===== src/rtl/ctrl_pipe.sv =====
// ctrl_pipe: control-side pipeline between ID and the EX/MEM/WB datapath.
// Stages the ID control bundle {wb,m,exe} and register fields through ID/EX,
// EX/MEM and MEM/WB, detects load-use and data hazards, inserts bubbles,
// applies branch flush and produces ALU operand forwarding selects.
// Optional feature: define FORWARDING_EN to enable operand forwarding; without
// it the block stalls on every in-flight EX/MEM writer dependency instead.
module ctrl_pipe #(
  parameter int RW = 5
) (
  input  logic          clk,
  input  logic          rst,
  input  logic [1:0]    id_wb,
  input  logic [2:0]    id_m,
  input  logic [3:0]    id_exe,
  input  logic [RW-1:0] id_rs,
  input  logic [RW-1:0] id_rt,
  input  logic [RW-1:0] id_rd,
  input  logic          flush,
  output logic          hazard_stall,
  output logic          ex_regdst,
  output logic          ex_alusrc,
  output logic [1:0]    ex_aluop,
  output logic [RW-1:0] ex_rs,
  output logic [RW-1:0] ex_rt,
  output logic          mem_branch,
  output logic          mem_memread,
  output logic          mem_memwrite,
  output logic [RW-1:0] mem_dst,
  output logic          wb_regwrite,
  output logic          wb_memtoreg,
  output logic [RW-1:0] wb_dst,
  output logic [1:0]    fwd_a,
  output logic [1:0]    fwd_b
);

  // ID/EX register fields
  logic [1:0]    ex_wb;
  logic [2:0]    ex_m;
  logic [3:0]    ex_exe;
  logic [RW-1:0] ex_rd;

  // EX/MEM register fields
  logic [1:0]    mem_wb;
  logic [2:0]    mem_m;

  // MEM/WB register fields
  logic [1:0]    wb_wb;

  // EX-stage destination, chosen before it is latched into EX/MEM
  logic [RW-1:0] ex_dst;
  logic          load_use;

  assign ex_dst = ex_exe[0] ? ex_rd : ex_rt;

  assign ex_regdst    = ex_exe[0];
  assign ex_aluop     = ex_exe[2:1];
  assign ex_alusrc    = ex_exe[3];
  assign mem_branch   = mem_m[0];
  assign mem_memread  = mem_m[1];
  assign mem_memwrite = mem_m[2];
  assign wb_regwrite  = wb_wb[0];
  assign wb_memtoreg  = wb_wb[1];

  // ID/EX stage: load from ID, or a zero bubble on flush or stall
  always_ff @(posedge clk) begin
    if (rst || flush || hazard_stall) begin
      ex_wb  <= '0;
      ex_m   <= '0;
      ex_exe <= '0;
      ex_rs  <= '0;
      ex_rt  <= '0;
      ex_rd  <= '0;
    end else begin
      ex_wb  <= id_wb;
      ex_m   <= id_m;
      ex_exe <= id_exe;
      ex_rs  <= id_rs;
      ex_rt  <= id_rt;
      ex_rd  <= id_rd;
    end
  end

  // EX/MEM stage: the instruction in EX is killed by a taken branch
  always_ff @(posedge clk) begin
    if (rst || flush) begin
      mem_wb  <= '0;
      mem_m   <= '0;
      mem_dst <= '0;
    end else begin
      mem_wb  <= ex_wb;
      mem_m   <= ex_m;
      mem_dst <= ex_dst;
    end
  end

  // MEM/WB stage: the branch resolves in MEM, so MEM always retires into WB
  always_ff @(posedge clk) begin
    if (rst) begin
      wb_wb  <= '0;
      wb_dst <= '0;
    end else begin
      wb_wb  <= mem_wb;
      wb_dst <= mem_dst;
    end
  end

  // Hazard detection and forwarding selects; register 0 is never a dependency
  always_comb begin
    load_use     = ex_m[1] && (ex_rt != '0) && ((ex_rt == id_rs) || (ex_rt == id_rt));
    hazard_stall = 1'b0;
    fwd_a        = 2'b00;
    fwd_b        = 2'b00;
`ifdef FORWARDING_EN
    hazard_stall = load_use && !flush;
    if (mem_wb[0] && (mem_dst != '0) && (mem_dst == ex_rs))
      fwd_a = 2'b10;
    else if (wb_wb[0] && (wb_dst != '0) && (wb_dst == ex_rs))
      fwd_a = 2'b01;
    if (mem_wb[0] && (mem_dst != '0) && (mem_dst == ex_rt))
      fwd_b = 2'b10;
    else if (wb_wb[0] && (wb_dst != '0) && (wb_dst == ex_rt))
      fwd_b = 2'b01;
`else
    hazard_stall = !flush && (load_use
      || (ex_wb[0] && (ex_dst != '0) && ((ex_dst == id_rs) || (ex_dst == id_rt)))
      || (mem_wb[0] && (mem_dst != '0) && ((mem_dst == id_rs) || (mem_dst == id_rt))));
`endif
  end

endmodule


===== config.mk =====
export PLATFORM = sky130hd
export DESIGN_NAME = ctrl_pipe
export DESIGN_NICKNAME = d
export VERILOG_FILES = /design/src/rtl/ctrl_pipe.sv
export SDC_FILE = /design/constraint.sdc
export NUM_CORES = 1
export LEC_CHECK = 0
export ABC_AREA = 1
export CAP_MARGIN = 25
export CORE_MARGIN = 1
export CORE_UTILIZATION = 45
export CTS_CLUSTER_SIZE = 14
export DETAILED_ROUTE_END_ITERATION = 16
export PLACE_DENSITY = 0.8
export SETUP_SLACK_MARGIN = 0.5
export SLEW_MARGIN = 5
export SYNTH_ARGS = -nofsm -noshare
export SYNTH_HDL_FRONTEND = slang
export SYNTH_SLANG_ARGS = --single-unit

===== constraint.sdc =====
create_clock -name clk -period 2.2 [get_ports clk]
set_clock_uncertainty 0.2 [all_clocks]
set_input_delay 0.22 -clock clk [delete_from_list [all_inputs] [get_ports clk]]
set_output_delay 0.22 -clock clk [all_outputs]
set_load 0.02 [all_outputs]

==> results.yml <==
power_and_ir_drop:
  power.leakage_nw: 1.512
  p_clk_share_pct: 36.8
  power_mw: 1.712
  seqPwrFrac_pct: 45.7
  intPower_mw: 1.281
  vdd_ir_drop_max_mv: 0.3779
  p_per_area_nw_per_um2: 577.2
  p_comb_share_pct: 17.6
  power_switching_share_pct: 25.17
  p_sw_uw: 431.1
die:
  die_h_um: 66.32
  dieArea_um2: 4398
  num_io_pins: 61
  die_w_um: 66.32
  rows: 23
  start_util_pct: 46.54
  coreArea_um2: 4000
min_path:
  hp-class: "primary input to flip-flop"
  hold_start: "id_rs[1]"
detailed_routing:
  firstDrtPassIters: 4
  num_vias: 1900
  drt-initial-drc-count: 94
  routed_via_density: 4.513
  drtAntennaViolNets: 0
  drt-total-wl_um: 4880
  wire_per_inst_um: 11.59
  drc: 0
finish:
  final_cells: 421
  final_net_count: 397
  area_delta_synth_final_pct: 59.34
  final_common_cell: "nand2_1"
  n_antenna_cell: 0
  num-fill-cells: 321
  final-seq-area_um2: 834.6
  multi_input_area_um2: 878.3
  final_cell_mix: "75 x nand2_1, 47 x inv_1, 39 x clkdlybuf4s50_1, 38 x nor2_1, 34 x dfxtp_1"
  layout-drive-gt1-share_pct: 24.53
global_routing:
  grt_first_pass_wirelength_um: 7479
  grt_use_total_pct: 23.22
  antenna_found_initial: 0
  grt_overflow: 0
  grt_pass1_vias: 1692
  grt_max_degree: 16
timing:
  hold_violations: 0
  finalCritPeriodShare_pct: 95.51
  finalCriticalPeriod_ns: 2.101
  fin_ws_ns: 0.09886
  setup_viol: 0
  rsz0062_at_grt: "yes"
  drv_slew: 0
  fmax_mhz: 475.9
clock_tree:
  cts.sinks: 41
  cts_tree: "yes"
  hold_buffers: 0
  clk_latency_ns: 0.29
  cts_max_path_buffers: 2
  cts_buffers: 5
  path_clk_slew_ns: 0.08
  clock-root-buffer: "clkbuf_8"
  h-tree-depth: 2
setup_path:
  worstReg2RegStart: "ex_exe[0]"
  cp-end-kind: "primary output"
  crit_path_start_kind: "flip-flop"
  crit_arrival_ns: 1.68
  startpoint: "ex_exe[0]"
  crit_path_max_fanout: 6
  crit_required_ns: 1.78
  crit_type: "flip-flop to primary output"
  r2r_slack_ns: 0.17
logic_synthesis:
  netlist_instances: 274
  avgSynthCellArea_um2: 6.795
  synth-seq-cells: 41
  synth.distinct_cells: 21
  synth_mux_area_share_pct: 0
  synth-simple-area-share_pct: 36.56
  synth_xor_area_share_pct: 2.823
  synth_adder_area_share_pct: 0
  synth_compound_area_share_pct: 2.151
  yosys_warnings: 0
  synth_area_um2: 1862
  yosysSeqAreaShare_pct: 44.09
  synth_top_family_by_area: "simple AND/OR/NAND/NOR gates"
outcome:
  status: "finished, final reports clean"
placed_design:
  dp_cells: 408
  port_buffers: 56
  dpl.hpwl_um: 3513
  gp_congestion: 0.9656
  place_ws_ns: -0.3865
flow_run:
  maxCapViolCount: 0
what timing repair did:
action / CTS / global route
endpoints found under the setup margin: 36 / 25
gates resized for setup: 37 / 15
pin swaps: 3 / 3
gates cloned: 0 / 1
setup buffers: 3 / 1
per-stage QoR:
step / TNS, ns / hold slack, ns / utilization, % / area, µm²
3_3_place_gp: -0.4156 / 0.1951 / 67.88 / 2715
4_1_cts: 0 / 0.2142 / 72.04 / 2882
5_1_grt: -0.02501 / 0.2068 / 74.16 / 2967
6_report: 0 / 0.1548 / 74.16 / 2967
3_5_place_dp: -0.3865 / 0.2021 / 67.88 / 2715
2_1_floorplan: 0 / 0.1322 / - / 1903
worst max-delay path: stages (launching register included):
cell	delay (ns)
dfxtp_4	0.40
buf_6	0.14
nand2_1	0.06
nand2_1	0.07
nand2_1	0.06
nand2_1	0.08
a21oi_2	0.11
nand2_1	0.06
nand2_1	0.07
nand2_2	0.08
a21oi_4	0.13
buf_6	0.13
sequential cells by signal (all words and copies together) (netlist names):
| name | count |
|---|---|
| ex_wb | 2 |
| ex_rs | 5 |
| mem_dst | 5 |
| wb_dst | 5 |
| ex_exe | 4 |
| mem_m | 3 |
| ex_m | 3 |
| ex_rt | 5 |
| mem_wb | 2 |
| wb_wb | 2 |
| ex_rd | 5 |
power by group through the flow:
stage / combinational [mW] / clock (mW) / sequential [mW]
global route: 0.329 / 0.673 / 0.785
global placement: 0.277 / 0 / 0.798
floorplan: 0.127 / 0 / 0.812
detailed placement: 0.279 / 0 / 0.798
finish: 0.301 / 0.629 / 0.782
CTS: 0.284 / 0.640 / 0.782
Yosys cell counts (all sizes together):
cell type  number  area share [%]
o21ai           2            0.54
a21oi           6             1.6
xor2            2            0.94
nand4           2            0.67
nor2           51              12
xnor2           4             1.9
dfxtp          41              44
nor3            1            0.27
inv            50              10
nand2          91              19
clkbuf          1            0.20
conb            1            0.20
clkinv          1            0.20
buf             7             3.4
nand3          14             4.4
worst paths after layout:
path                       end  cells after the start
setup / recovery  hazard_stall                     11
hold / removal        ex_rs[1]                      4
setup reg to reg      ex_rs[4]                     14
hold reg to reg      mem_wb[1]                      2
cells by family after synthesis:
family,count (synthesis)
AO/OA/AOI/OAI,8
XOR/XNOR,6
buffers and inverters,59
flip-flops,41
other,1
AND/OR/NAND/NOR,159
layer usage:
| layer | wire, µm | global-route usage (%) | share of wire, % | up-vias |
|---|---|---|---|---|
| met5 | 0 | 0 | 0 | - |
| met4 | 134 | 11.17 | 2.7 | 0 |
| met3 | 268 | 6.207 | 5.5 | 14 |
| met2 | 2428 | 38.27 | 50 | 68 |
| met1 | 2048 | 27.71 | 42 | 834 |
| li1 | - | - | - | 984 |
cell type report:
type / count / area share (%)
clock buffer: 6 / 2.784
clock inverter: 2 / 1.265
inverter: 51 / 6.706
multi-input combinational: 177 / 29.61
sequential: 41 / 28.13
tap: 50 / 2.109
timing repair buffer: 94 / 29.40
Power figures use the tool's default switching activity.
==> RTL edit: new RTL, same settings <==
`RW`: 5 -> 10.
--- a/src/rtl/ctrl_pipe.sv
+++ b/src/rtl/ctrl_pipe.sv
@@ -7,3 +7,3 @@
 module ctrl_pipe #(
-  parameter int RW = 5
+  parameter int RW = 10
 ) (
Interface: changed (7 resized); port bits go from 61 to 96. No check against the original RTL was run, so the function may have changed too.
==> RTL edit against the unedited design <==
The flow now finishes with violations (negative setup slack); sequential share of layout area down 4.1 points; via count up 110%; hold slack worse by 0.058 ns; maximum frequency down 20%; synthesized area up 67%; sequential cell count up 25; first-iteration DRC count rose to 2.8 times the old value; setup slack worse by 0.51 ns; power up 83%; design area up 89%; wire length rose to 2.8 times the old value.
==> RTL edit: results (changes against the unedited design) <==
| Metric | Value |
|---|---|
| Outcome | finished with violations |
| Share of layout cells above drive strength 1 | 33.3% (+8.8 points) |
| H-Tree Depth | 3 (+1) |
| Fill count | 366 (+14%) |
| DR WL/cell | 18.6 um (+60%) |
| Setup TNS | -10.56 ns (-10.56 ns) |
| Mean Syn Cell Area | 6.60 um^2 (-2.9%) |
| Met1 WL | 5170 um (+150%) |
| Seq. pwr | 1.26 mW (+61%) |
| Power share of the clock group | 38.1% (+1.3 points) |
| Top area cells in the synthesized netlist | dfxtp_1 42%, nand2_1 18%, nor2_1 9.5%, inv_1 9.3%, nand3_1 4.0% |
| Post-DP Area | 4730 um^2 (+74%) |
| Post-Layout Cell Count | 746 (+77%) |
| Resize count post-CTS | 83 (+120%) |
| Max VDD drop | 0.509 mV (+35%) |
| Cts bufs inserted | 9 (+4) |
| DR vias | 3939 (+110%) |
| Detailed Place HPWL | 8130 um (+130%) |
| DR pass1 iterations | 6 (+2) |
| Met2 routed WL | 6650 um (+170%) |
| Synth cell types | 24 (+14%) |
| Slowest stage delay, CP | 0.44 ns (+0.04 ns) |
| Violated checks | negative setup slack |
| Leakage | 3.03 nW (+100%) |
| Synth cell count leaders | 152 x nand2_1, 79 x nor2_1, 77 x inv_1 |
| GR Layer Usage met2 | 62.5% (+24 points) |
| Post-synthesis sequential area ratio | 42.4% (-1.7 points) |
| DRT iter0 DRCs | 266 (+180%) |
| CP arrival | 2.20 ns (+0.52 ns) |
| Clock latency on the worst-skew pair | 0.37 ns (+0.08 ns) |
| Final Setup Violations | 40 (+40) |
| FF/Latch Area | 1350 um^2 (+61%) |
| Number of port buffers | 91 (+63%) |
| Pre-CTS setup slack | -0.542 ns (-0.156 ns) |
| Setup Fix Bufs, Post-CTS | 8 (+5) |
| Met3 usage | 7.59% (+1.4 points) |
| Grt met1 use | 41.7% (+14 points) |
| Routed met3 length | 1270 um (+370%) |
| Dpl cells | 710 (+74%) |
| Min setup slack post-route | -0.415 ns (-0.514 ns) |
| Pin count of the biggest net entering global routing | 13 (-3) |
| Switching pwr | 0.918 mW (+110%) |
| Crit path max fanout | 7 (+1) |
| Diode count | 0 (unchanged) |
| Initial antenna violation count | 0 (unchanged) |
| Gpl congestion | 1.02 (+5.4%) |
| Gr usage total | 35.8% (+13 points) |
| Total power | 3.14 mW (+83%) |
[RTL edit: layout make-up]
cell class,instances,area share [%]
repair buffers,190,33.8
multi-input cells,316,30.7
flip-flops and latches,66,24.0
inverters,81,5.66
clock buffers,10,2.46
well taps,77,1.72
clock inverters,6,1.61
[RTL edit: path summary, 6_finish.rpt]
kind                            slack, ns              endpoint                  from  cells past startpoint
worst max-delay path                -0.42          hazard_stall  ex_exe[0]$_SDFF_PP0_                     12
worst min-delay path                  0.1   ex_rt[2]$_SDFF_PP0_              id_rt[2]                      3
worst max register to register      -0.28   ex_wb[1]$_SDFF_PP0_  ex_exe[0]$_SDFF_PP0_                     15
worst min register to register       0.24  mem_wb[1]$_SDFF_PP0_   ex_wb[1]$_SDFF_PP0_                      2
[RTL edit: cells by family after synthesis]
kind of cell           after synthesis  share of synthesized area [%]
AO/OA/AOI/OAI                       14                           2.25
XOR/XNOR                             8                           2.25
buffers and inverters               93                           12.9
flip-flops                          66                           42.4
other                                1                          0.120
AND/OR/NAND/NOR                    290                           40.1
